$ cat src/rtl/scratch_mem_arbiter_if.sv
// Bundle between the scratch-memory access pipe, its FSM clients, the bench test port and the memory.
// slave: the arbiter's view. master: the client/test/memory side.
interface scratch_mem_arbiter_if #(
    parameter int NUM_CH = 4,
    parameter int AW     = 12,
    parameter int DW     = 32
);
    logic                 test_mode;
    logic [AW-1:0]        test_rd_addr;
    logic [AW-1:0]        test_wr_addr;
    logic [DW-1:0]        test_wr_data;
    logic                 test_wr_en;
    logic [DW-1:0]        test_rd_data;

    logic [NUM_CH-1:0]    rd_req;
    logic [NUM_CH*AW-1:0] rd_addr;
    logic [NUM_CH-1:0]    rd_gnt;
    logic [NUM_CH-1:0]    rd_valid;
    logic [DW-1:0]        rd_data;

    logic [NUM_CH-1:0]    wr_req;
    logic [NUM_CH*AW-1:0] wr_addr;
    logic [NUM_CH*DW-1:0] wr_data;
    logic [NUM_CH-1:0]    wr_gnt;

    logic [AW-1:0]        mem_addra;
    logic [DW-1:0]        mem_dina;
    logic                 mem_wea;
    logic [AW-1:0]        mem_addrb;
    logic [DW-1:0]        mem_doutb;

    modport slave (
        input  test_mode, test_rd_addr, test_wr_addr, test_wr_data, test_wr_en,
        input  rd_req, rd_addr, wr_req, wr_addr, wr_data, mem_doutb,
        output test_rd_data, rd_gnt, rd_valid, rd_data, wr_gnt,
        output mem_addra, mem_dina, mem_wea, mem_addrb
    );

    modport master (
        output test_mode, test_rd_addr, test_wr_addr, test_wr_data, test_wr_en,
        output rd_req, rd_addr, wr_req, wr_addr, wr_data, mem_doutb,
        input  test_rd_data, rd_gnt, rd_valid, rd_data, wr_gnt,
        input  mem_addra, mem_dina, mem_wea, mem_addrb
    );
endinterface

$ cat src/rtl/scratch_mem_arbiter.sv
// Shared scratch-memory access pipe: round-robin read/write arbitration of NUM_CH clients plus a test port.
// Define SCRATCH_ARB_FIXED_PRIO_EN to replace round-robin with fixed lowest-index-wins priority.
module scratch_mem_arbiter #(
    parameter int NUM_CH     = 4,
    parameter int AW         = 12,
    parameter int DW         = 32,
    parameter int MEM_RD_LAT = 1
) (
    input logic                  clk,
    input logic                  reset,
    scratch_mem_arbiter_if.slave bus
);
    localparam int TAG_D = 1 + MEM_RD_LAT;

    // First requester found scanning upward from start, wrapping at NUM_CH.
    function automatic logic [NUM_CH-1:0] pick(input logic [NUM_CH-1:0] req, input int start);
        logic [NUM_CH-1:0] g;
        logic [NUM_CH-1:0] r;
        int                idx;
        g = '0;
        for (int i = NUM_CH - 1; i >= 0; i--) begin
            idx = (start + i) % NUM_CH;
            r   = req >> idx;
            if (r[0]) g = NUM_CH'(1) << idx;
        end
        return g;
    endfunction

    function automatic logic [AW-1:0] sel_addr(input logic [NUM_CH-1:0] g,
                                               input logic [NUM_CH*AW-1:0] a);
        logic [AW-1:0] s;
        s = '0;
        for (int i = 0; i < NUM_CH; i++) if (g[i]) s = a[i*AW +: AW];
        return s;
    endfunction

    function automatic logic [DW-1:0] sel_data(input logic [NUM_CH-1:0] g,
                                               input logic [NUM_CH*DW-1:0] d);
        logic [DW-1:0] s;
        s = '0;
        for (int i = 0; i < NUM_CH; i++) if (g[i]) s = d[i*DW +: DW];
        return s;
    endfunction

    logic [NUM_CH-1:0] rd_gnt_c;
    logic [NUM_CH-1:0] wr_gnt_c;

`ifdef SCRATCH_ARB_FIXED_PRIO_EN
    always_comb begin
        rd_gnt_c = '0;
        wr_gnt_c = '0;
        if (!(bus.test_mode || reset)) begin
            rd_gnt_c = pick(bus.rd_req, 0);
            wr_gnt_c = pick(bus.wr_req, 0);
        end
    end
`else
    localparam int PW = (NUM_CH > 1) ? $clog2(NUM_CH) : 1;

    function automatic int next_ptr(input logic [NUM_CH-1:0] g);
        int n;
        n = 0;
        for (int i = 0; i < NUM_CH; i++) if (g[i]) n = (i + 1) % NUM_CH;
        return n;
    endfunction

    logic [PW-1:0] rd_ptr;
    logic [PW-1:0] wr_ptr;

    always_comb begin
        rd_gnt_c = '0;
        wr_gnt_c = '0;
        if (!(bus.test_mode || reset)) begin
            rd_gnt_c = pick(bus.rd_req, int'(rd_ptr));
            wr_gnt_c = pick(bus.wr_req, int'(wr_ptr));
        end
    end

    // Grants are already zero in test mode, so the pointers hold there as well.
    always_ff @(posedge clk or posedge reset) begin
        if (reset) begin
            rd_ptr <= '0;
            wr_ptr <= '0;
        end else begin
            if (|rd_gnt_c) rd_ptr <= PW'(next_ptr(rd_gnt_c));
            if (|wr_gnt_c) wr_ptr <= PW'(next_ptr(wr_gnt_c));
        end
    end
`endif

    // ---- stage p0: memory port registers; tag_vld_p carries the read owner alongside the memory latency
    logic [AW-1:0]     addra_p0;
    logic [DW-1:0]     dina_p0;
    logic              wea_p0;
    logic [AW-1:0]     addrb_p0;
    logic [NUM_CH-1:0] tag_vld_p [TAG_D];

    always_ff @(posedge clk or posedge reset) begin
        if (reset) begin
            addra_p0 <= '0;
            dina_p0  <= '0;
            wea_p0   <= 1'b0;
            addrb_p0 <= '0;
            for (int i = 0; i < TAG_D; i++) tag_vld_p[i] <= '0;
        end else begin
            tag_vld_p[0] <= rd_gnt_c;
            for (int i = 1; i < TAG_D; i++) tag_vld_p[i] <= tag_vld_p[i-1];
            if (bus.test_mode) begin
                addra_p0 <= bus.test_wr_addr;
                dina_p0  <= bus.test_wr_data;
                wea_p0   <= bus.test_wr_en;
                addrb_p0 <= bus.test_rd_addr;
            end else begin
                wea_p0 <= |wr_gnt_c;
                if (|wr_gnt_c) begin
                    addra_p0 <= sel_addr(wr_gnt_c, bus.wr_addr);
                    dina_p0  <= sel_data(wr_gnt_c, bus.wr_data);
                end
                if (|rd_gnt_c) addrb_p0 <= sel_addr(rd_gnt_c, bus.rd_addr);
            end
        end
    end

    // ---- stage p(MEM_RD_LAT+1): memory data returns
    assign bus.rd_gnt       = rd_gnt_c;
    assign bus.wr_gnt       = wr_gnt_c;
    assign bus.rd_valid     = tag_vld_p[TAG_D-1];
    assign bus.rd_data      = bus.mem_doutb;
    assign bus.test_rd_data = bus.mem_doutb;
    assign bus.mem_addra    = addra_p0;
    assign bus.mem_dina     = dina_p0;
    assign bus.mem_wea      = wea_p0;
    assign bus.mem_addrb    = addrb_p0;
endmodule

$ cat src/flat_wrapper.sv
// flat-port wrapper written by rule: the top's interface ports become plain ports
module scratch_mem_arbiter_flat 
#(
    parameter int NUM_CH     = 4,
    parameter int AW         = 12,
    parameter int DW         = 32,
    parameter int MEM_RD_LAT = 1
)
  (clk, reset, bus_test_mode, bus_test_rd_addr, bus_test_wr_addr, bus_test_wr_data, bus_test_wr_en, bus_rd_req, bus_rd_addr, bus_wr_req, bus_wr_addr, bus_wr_data, bus_mem_doutb, bus_test_rd_data, bus_rd_gnt, bus_rd_valid, bus_rd_data, bus_wr_gnt, bus_mem_addra, bus_mem_dina, bus_mem_wea, bus_mem_addrb);
  scratch_mem_arbiter_if #(.NUM_CH(NUM_CH), .AW(AW), .DW(DW)) bus_i ();
  input logic clk;
  input logic reset;
  input wire logic [$bits(bus_i.test_mode)-1:0] bus_test_mode;
  input wire logic [$bits(bus_i.test_rd_addr)-1:0] bus_test_rd_addr;
  input wire logic [$bits(bus_i.test_wr_addr)-1:0] bus_test_wr_addr;
  input wire logic [$bits(bus_i.test_wr_data)-1:0] bus_test_wr_data;
  input wire logic [$bits(bus_i.test_wr_en)-1:0] bus_test_wr_en;
  input wire logic [$bits(bus_i.rd_req)-1:0] bus_rd_req;
  input wire logic [$bits(bus_i.rd_addr)-1:0] bus_rd_addr;
  input wire logic [$bits(bus_i.wr_req)-1:0] bus_wr_req;
  input wire logic [$bits(bus_i.wr_addr)-1:0] bus_wr_addr;
  input wire logic [$bits(bus_i.wr_data)-1:0] bus_wr_data;
  input wire logic [$bits(bus_i.mem_doutb)-1:0] bus_mem_doutb;
  output wire logic [$bits(bus_i.test_rd_data)-1:0] bus_test_rd_data;
  output wire logic [$bits(bus_i.rd_gnt)-1:0] bus_rd_gnt;
  output wire logic [$bits(bus_i.rd_valid)-1:0] bus_rd_valid;
  output wire logic [$bits(bus_i.rd_data)-1:0] bus_rd_data;
  output wire logic [$bits(bus_i.wr_gnt)-1:0] bus_wr_gnt;
  output wire logic [$bits(bus_i.mem_addra)-1:0] bus_mem_addra;
  output wire logic [$bits(bus_i.mem_dina)-1:0] bus_mem_dina;
  output wire logic [$bits(bus_i.mem_wea)-1:0] bus_mem_wea;
  output wire logic [$bits(bus_i.mem_addrb)-1:0] bus_mem_addrb;
  assign bus_i.test_mode = bus_test_mode;
  assign bus_i.test_rd_addr = bus_test_rd_addr;
  assign bus_i.test_wr_addr = bus_test_wr_addr;
  assign bus_i.test_wr_data = bus_test_wr_data;
  assign bus_i.test_wr_en = bus_test_wr_en;
  assign bus_i.rd_req = bus_rd_req;
  assign bus_i.rd_addr = bus_rd_addr;
  assign bus_i.wr_req = bus_wr_req;
  assign bus_i.wr_addr = bus_wr_addr;
  assign bus_i.wr_data = bus_wr_data;
  assign bus_i.mem_doutb = bus_mem_doutb;
  assign bus_test_rd_data = bus_i.test_rd_data;
  assign bus_rd_gnt = bus_i.rd_gnt;
  assign bus_rd_valid = bus_i.rd_valid;
  assign bus_rd_data = bus_i.rd_data;
  assign bus_wr_gnt = bus_i.wr_gnt;
  assign bus_mem_addra = bus_i.mem_addra;
  assign bus_mem_dina = bus_i.mem_dina;
  assign bus_mem_wea = bus_i.mem_wea;
  assign bus_mem_addrb = bus_i.mem_addrb;
  scratch_mem_arbiter #(.NUM_CH(NUM_CH), .AW(AW), .DW(DW), .MEM_RD_LAT(MEM_RD_LAT)) u_core (.clk(clk), .reset(reset), .bus(bus_i));
endmodule
$ cat config.mk
export PLATFORM = sky130hd
export DESIGN_NAME = scratch_mem_arbiter_flat
export DESIGN_NICKNAME = d
export VERILOG_FILES = /design/src/rtl/scratch_mem_arbiter_if.sv /design/src/rtl/scratch_mem_arbiter.sv /design/src/flat_wrapper.sv
export SDC_FILE = /design/constraint.sdc
export NUM_CORES = 1
export LEC_CHECK = 0
export CORE_AREA = 2 2 178 180
export DETAILED_ROUTE_END_ITERATION = 16
export DIE_AREA = 0 0 180 182
export PLACE_DENSITY = 0.5
export SLEW_MARGIN = 40
export SYNTH_ARGS = -nofsm -noshare
export SYNTH_HDL_FRONTEND = slang
export SYNTH_SLANG_ARGS = --single-unit
export TNS_END_PERCENT = 1
$ cat constraint.sdc
create_clock -name clk -period 4.24 [get_ports clk]
set_input_delay 0.848 -clock clk [delete_from_list [all_inputs] [get_ports clk]]
set_output_delay 0.848 -clock clk [all_outputs]
set_load 0.02 [all_outputs]
==> implementation parameters, run 1 <==
Parameter                              Value

Run status
  Outcome    finished, violations left
  Failing checks    negative setup slack

Timing
  Min Tclk post-route    4.25 ns
  Final count of hold timing violations    0
  Worst slew margin    51.6%
  RSZ-0062 raised after global routing    true
  Total negative slack    -0.00759 ns
  Final period util    100%
  Minimum setup slack in the final design    -0.00759 ns
  Peak Freq    around 240 MHz
  Pins Over Slew Limit    0
  Number of setup violations in the final report    1
  Actual slew at the worst max-slew pin    ~0.73 ns
  Setup clock skew after layout    about 0.010 ns
  Worst hold slack across all endpoints    roughly 0.35 ns

Die
  Die width    approximately 180 µm
  Site row count    65
  DIE AREA    32800 µm²
  Number of I/O pins    between 400 and 500
  Vertical die dimension    between 150 and 200 µm
  Core Footprint    approximately 31000 µm²
  Initial cell density of the core    20.9%

Power and ir drop
  Standby leakage power    4.04 nW
  Switching power summed over all nets    3.13 mW
  Total chip power    roughly 6.7 mW
  Pwr Density    ~650 nW/µm²
  Combinational power share    roughly 70%
  Part of the total power dissipated in sequential elements    between 10% and 20%
  Peak supply drop    around 0.34 mV
  Internal power summed over all cells    3.62 mW
  Fraction of power consumed by the clock network    11.9%
  Switching share of power    between 40 and 50%

Final layout
  Fin util    approximately 34%
  Number of antenna diodes    0
  Combined area of the multi-input logic cells    3710 µm²
  Layout Nets    roughly 1400
  Most frequent cells in the layout    sky130_fd_sc_hd__clkdlybuf4s50_1, sky130_fd_sc_hd__dfrtp_1, sky130_fd_sc_hd__inv_1, sky130_fd_sc_hd__nor2_1, sky130_fd_sc_hd__a221o_1
  Final design area excluding fillers    around 10000 µm²
  Fin cells    between 1000 and 1500
  Commonest non-fill, non-tap cell in the layout    sky130_fd_sc_hd__clkdlybuf4s50_1
  Storage cell area    1730 µm²
  Fraction of layout instances using a drive strength above 1    7.62%
  Number of inserted filler cells in the final layout    3252
  Syn-to-layout area delta    60.9%

Placement
  Placed Instances    roughly 1400
  Port Buffers    360
  Pre-CTS setup slack    roughly 0.019 ns
  Instance area at placement    around 10000 µm²
  Final Wtd Congestion    0.827
  HPWL after DPL    22800 µm

Detailed routing
  Remaining antenna violation count after routing    0
  WL per Instance    roughly 21 µm
  Via count normalized by instance count    4.97
  Total DRC errors in the routed layout    0
  Count of routing violations after the opening detailed-route iteration    349
  Drt total wl    around 30000 µm
  Drt pass-1 iters    4
  Via count    7080

Worst setup path
  Critical path type    input port to output port
  Endpoint kind of the worst setup timing path    output port
  Req. time, crit path    between 3 and 4 ns
  Maximum fanout along the worst path    5
  Arr. time, crit path    3.40 ns
  Startpoint types    input port

Global routing
  Remaining global-route overflow    0
  Wire length of the first global-routing pass    45500 µm
  Initial antenna violation count    5
  Overall global routing resource usage    18.0%
  Largest net degree at the start of global routing    91
  Number of global-route vias before repair    ~7300

Worst hold path
  Tightest Hold Check Type    flop to flop

CTS
  Buffers from clock root to sink, at most    2
  Quantity of hold-fixing buffers added after cts    0
  CTS-repair resized insts    0
  Clock tree root driver cell    sky130_fd_sc_hd__clkbuf_16
  Post-CTS Setup Bufs    0
  CTS Sinks    69
  Post-CTS clock slew at the launch and capture registers of the worst setup and hold paths    0.06 ns
  Source-to-sink clock delay at the later pin of the worst-skew pair    0.34 ns
  Clock tree from TritonCTS    done
  CTS buffer count    9
  H-tree depth reported by CTS    3

Yosys
  Share of flip-flops with an asynchronous set or reset    between 90% and 100%
  Synth Cell Area    roughly 6500 µm²
  Most used flip-flop cell after synthesis    sky130_fd_sc_hd__dfrtp_1
  Post-synthesis register bit count    between 60 and 70
  Synthesized netlist cell count    760
  Mean area per synthesized cell    approximately 8.5 µm²
  Synth warnings    0
  Number of synthesized flops with an enable pin    0
  Fraction of the yosys area taken by sequential cells    roughly a quarter
  Adder-cell share of the synthesized area    about 2.9%
  Number of distinct library cells after synthesis    55
  Synthesized Nets    1099
  Area share of and/or/nand/nor cells after synthesis    between 10% and 20%
  Synth Area in XOR/XNOR    0%
  Compound-Gate Fraction of Synth Area    a little over a third
  Post-synthesis mux area share    roughly 3.7%
  Largest family of logic cells by synthesized area    compound AO/OA/AOI/OAI gates

Job
  Reported max-cap violation count    0
## cell families after synthesis
| family | count (synthesis) |
|---|---|
| adders and majority gates | 15 |
| AOI/OAI and AO/OA | 272 |
| DFF | 69 |
| and+or+nand+nor | 178 |
| muxes | 16 |
| buffers and inverters | 210 |
## synthesized netlist by cell type (all sizes together), types with 4 or more instances
| cell | instances | area share, % |
|---|---|---|
| o311a | 44 | 6.8 |
| nand2b | 19 | 1.8 |
| a211o | 12 | 1.6 |
| o31ai | 13 | 1.5 |
| o211ai | 44 | 5.1 |
| a221o | 46 | 7.1 |
| mux2i | 8 | 1.2 |
| and3 | 4 | 0.39 |
| o32a | 44 | 6.8 |
| dfrtp | 69 | 27 |
| o22ai | 7 | 0.68 |
| clkbuf | 55 | 3.2 |
| inv | 64 | 3.7 |
| o21ai | 4 | 0.31 |
| nand2 | 26 | 1.5 |
| buf | 91 | 10 |
| nor2 | 58 | 3.4 |
| a31oi | 14 | 1.5 |
| nor3 | 45 | 3.6 |
| mux4 | 6 | 2.1 |
| a21oi | 26 | 2.1 |
| ha | 15 | 2.9 |
| nand3 | 14 | 1.1 |
## metal layers
metal / part of all wire (%) / GRT usage (%)
met5: 0.23 / 0
met1: 39 / 20.5
met2: 49 / 31.3
met3: 8.2 / 5.94
met4: 3.2 / 6.50
## registers in the layout, summed over array words and instances, names as in the netlist
name	count
u_core.bus.mem_addra	12
u_core.bus.mem_addrb	12
u_core.tag_vld_p	4
u_core.bus.mem_wea	1
u_core.bus.rd_valid	4
u_core.bus.mem_dina	32
u_core.rd_ptr	2
u_core.wr_ptr	2
## area by class of cell
cell class | instances | share of cell area (%)
sequential | 69 | 16.6
tap | 402 | 4.84
inverter | 64 | 2.32
clock buffer | 9 | 2.17
timing repair buffer | 393 | 37.6
clock inverter | 7 | 0.722
multi-input combinational | 481 | 35.7
## power by group through the flow
stage / sequential, mW / clock [mW] / combinational, mW
floorplan: 1.54 / 0 / 2.63
global route: 1.22 / 0.864 / 5.13
finish: 1.18 / 0.799 / 4.76
global placement: 1.19 / 0 / 4.72
detailed placement: 1.20 / 0 / 4.78
CTS: 1.19 / 0.839 / 4.79
## critical path, stage by stage
cell,delay [ns]
sky130_fd_sc_hd__clkdlybuf4s50_1,0.47
sky130_fd_sc_hd__mux4_2,0.55
sky130_fd_sc_hd__a2111oi_0,0.53
sky130_fd_sc_hd__buf_4,0.21
sky130_fd_sc_hd__o21ai_1,0.10
sky130_fd_sc_hd__buf_4,0.16
sky130_fd_sc_hd__clkdlybuf4s50_1,0.54
## final timing paths
kind / slack [ns] / start / end / depth (start not counted)
setup / recovery: -0.008 / bus_rd_req[2] / bus_rd_gnt[0] / 7
hold / removal: 0.35 / u_core.tag_vld_p[5] / u_core.bus.rd_valid[1] / 0
setup reg to reg: 0.84 / u_core.rd_ptr[1] / u_core.bus.mem_addrb[11] / 10
hold reg to reg: 0.35 / u_core.tag_vld_p[5] / u_core.bus.rd_valid[1] / 0
max in group asynchronous: 2.56 / reset / u_core.bus.mem_dina[25] / 3
min in group asynchronous: 1.17 / reset / u_core.rd_ptr[1] / 3
No activity file was read; power rests on OpenSTA's default activity.
==> inputs of run 2 (changes only) <==
Settings changed: SKIP_LAST_GASP set to 1.
==> run 2 against run 1 <==
Compared with the run above: the run now ends clean; sequential share of layout area about the same; total power down 0.19%; worst hold slack hardly changed; combinational power hardly changed; largest power group unchanged; first-iteration DRC count grew 1.1%; die area stayed put; cell area about the same; critical endpoint unchanged; global-route usage unchanged; critical path depth did not move; via count rose by 0.20%; cell count unchanged; fmax increased by 0.26%.
==> implementation parameters, run 2 (synthesis results as in run 1) <==
Parameter                              Value

Worst setup path
  Slowest CP cell    sky130_fd_sc_hd__mux4_2
  Cells along the critical path    clkdlybuf4s50_1 > mux4_2 > a2111oi_0 > buf_4 > o21ai_1 > buf_4 > clkdlybuf4s50_1
  Startpoint types    input port
  Cells on worst reg2reg path    10
  Endpoint kind of the worst setup timing path    output port
  Start of the worst register-to-register path    u_core.rd_ptr[1]
  Maximum fanout along the worst path    5
  Launch point of the worst path    bus_rd_req[2]
  Worst setup path end    bus_rd_gnt[0]
  Arr. time, crit path    roughly 3.4 ns
  Top delay family on crit path    buffers and inverters
  Delay contributed by the slowest stage of the critical path    between 0.5 and 0.6 ns
  Req. time, crit path    about 3.4 ns
  Capturing point of the worst reg2reg path    u_core.bus.mem_addrb[11]
  Critical path type    input port to output port
  Crit path buffers/inverters    4
  Worst path depth    7
  Register-to-register setup slack    0.86 ns

Global routing
  Wire length of the first global-routing pass    roughly 45000 µm
  Largest net degree at the start of global routing    slightly above 90
  Overall global routing resource usage    18.0%
  Number of global-route vias before repair    approximately 7300
  Remaining global-route overflow    0
  Initial antenna violation count    5

Die
  DIE AREA    32800 µm²
  Vertical die dimension    182 µm
  Site row count    65
  Die width    180 µm
  Core Footprint    31000 µm²
  Initial cell density of the core    a little over a fifth
  Number of I/O pins    around 460

Timing
  Final count of hold timing violations    0
  Min Tclk post-route    4.24 ns
  Worst slew margin    52.0%
  Number of setup violations in the final report    0
  Minimum setup slack in the final design    about 0.0036 ns
  Setup clock skew after layout    between 0.01 and 0.015 ns
  Pins Over Slew Limit    0
  RSZ-0062 raised after global routing    true
  Actual slew at the worst max-slew pin    approximately 0.72 ns
  Final period util    roughly 100%
  Peak Freq    236 MHz

Detailed routing
  Drt total wl    ~30000 µm
  Met3 wire length    around 2500 µm
  Top layer in use    met5
  Via count normalized by instance count    approximately 5.0
  WL per Instance    between 20 and 25 µm
  Sum of met2 wire segment lengths after detailed routing    15000 µm
  Count of routing violations after the opening detailed-route iteration    approximately 350
  Via count    around 7100
  Drt pass-1 iters    5
  Met1 wire length    about 12000 µm
  Remaining antenna violation count after routing    0
  Total DRC errors in the routed layout    0

Job
  Reported max-cap violation count    0

Final layout
  Commonest non-fill, non-tap cell in the layout    sky130_fd_sc_hd__clkdlybuf4s50_1
  Layout Nets    ~1400
  Syn-to-layout area delta    60.8%
  Most frequent cells in the layout    sky130_fd_sc_hd__clkdlybuf4s50_1, sky130_fd_sc_hd__dfrtp_1, sky130_fd_sc_hd__inv_1, sky130_fd_sc_hd__nor2_1, sky130_fd_sc_hd__a221o_1
  Final design area excluding fillers    roughly 10000 µm²
  Number of antenna diodes    0
  Fraction of layout instances using a drive strength above 1    ~7.5%
  Number of inserted filler cells in the final layout    about 3300
  Max reg flops    32

CTS
  CTS-repair resized insts    0
  Post-CTS clock slew at the launch and capture registers of the worst setup and hold paths    ~0.060 ns
  Clock tree from TritonCTS    done
  CTS Sinks    between 60 and 70
  CTS buffer count    9
  Post-CTS Setup Bufs    0
  Quantity of hold-fixing buffers added after cts    0
  Buffers from clock root to sink, at most    2
  H-tree depth reported by CTS    3
  Clock tree root driver cell    sky130_fd_sc_hd__clkbuf_16
  Source-to-sink clock delay at the later pin of the worst-skew pair    approximately 0.34 ns

Placement
  Final Wtd Congestion    around 0.83
  HPWL after DPL    approximately 23000 µm
  Instance area at placement    around 10000 µm²
  Pre-CTS setup slack    between 0.015 and 0.02 ns
  Port Buffers    360

Power and ir drop
  Standby leakage power    between 4 and 5 nW
  Pwr Density    between 600 and 700 nW/µm²
  Peak supply drop    0.342 mV

Run status
  Outcome    finished clean

Worst hold path
  Tightest Hold Check Type    flop to flop
## run 2: worst min path at each step
stage | start | to | slack (ns) | cells past startpoint
2_1_floorplan | u_core.tag_vld_p[4] | u_core.bus.rd_valid[0] | 0.33 | 0
3_3_place_gp | u_core.tag_vld_p[4] | u_core.bus.rd_valid[0] | 0.33 | 0
3_5_place_dp | u_core.tag_vld_p[5] | u_core.bus.rd_valid[1] | 0.34 | 0
4_1_cts | u_core.tag_vld_p[5] | u_core.bus.rd_valid[1] | 0.35 | 0
5_1_grt | u_core.tag_vld_p[5] | u_core.bus.rd_valid[1] | 0.36 | 0
6_report | u_core.tag_vld_p[5] | u_core.bus.rd_valid[1] | 0.35 | 0
## run 2: per-stage QoR
stage               hold slack, ns  total power, mW  TNS [ns]  util (%)  cells
global placement             0.332             5.91         0      32.4   1407
global route                 0.355             7.21    -0.125      33.5   1425
finish                       0.350             6.73         0      33.5   1425
detailed placement           0.339             5.97         0      32.5   1409
floorplan                    0.331             4.16         0         -    760
CTS                          0.353             6.82         0      33.5   1425
## run 2: report_power, final
part | internal, mW | total (mW) | switching, mW
logic | 2.16 | 4.75 | 2.59
registers | 0.998 | 1.18 | 0.185
clock network | 0.459 | 0.799 | 0.340
total | 3.62 | 6.73 | 3.11
## run 2: routing by layer
layer	vias to the layer above	global-route usage [%]
met5	-	0
met4	10	6.50
met1	3355	20.5
met3	79	5.94
met2	288	31.3
li1	3362	-
## run 2: final cells by class
cell class	count	area, µm²	area share [%]
tap	402	503	4.84
timing repair buffer	393	3910	37.6
multi-input combinational	481	3710	35.7
clock buffer	9	225	2.17
inverter	64	241	2.32
clock inverter	7	75.1	0.723
sequential	69	1730	16.6
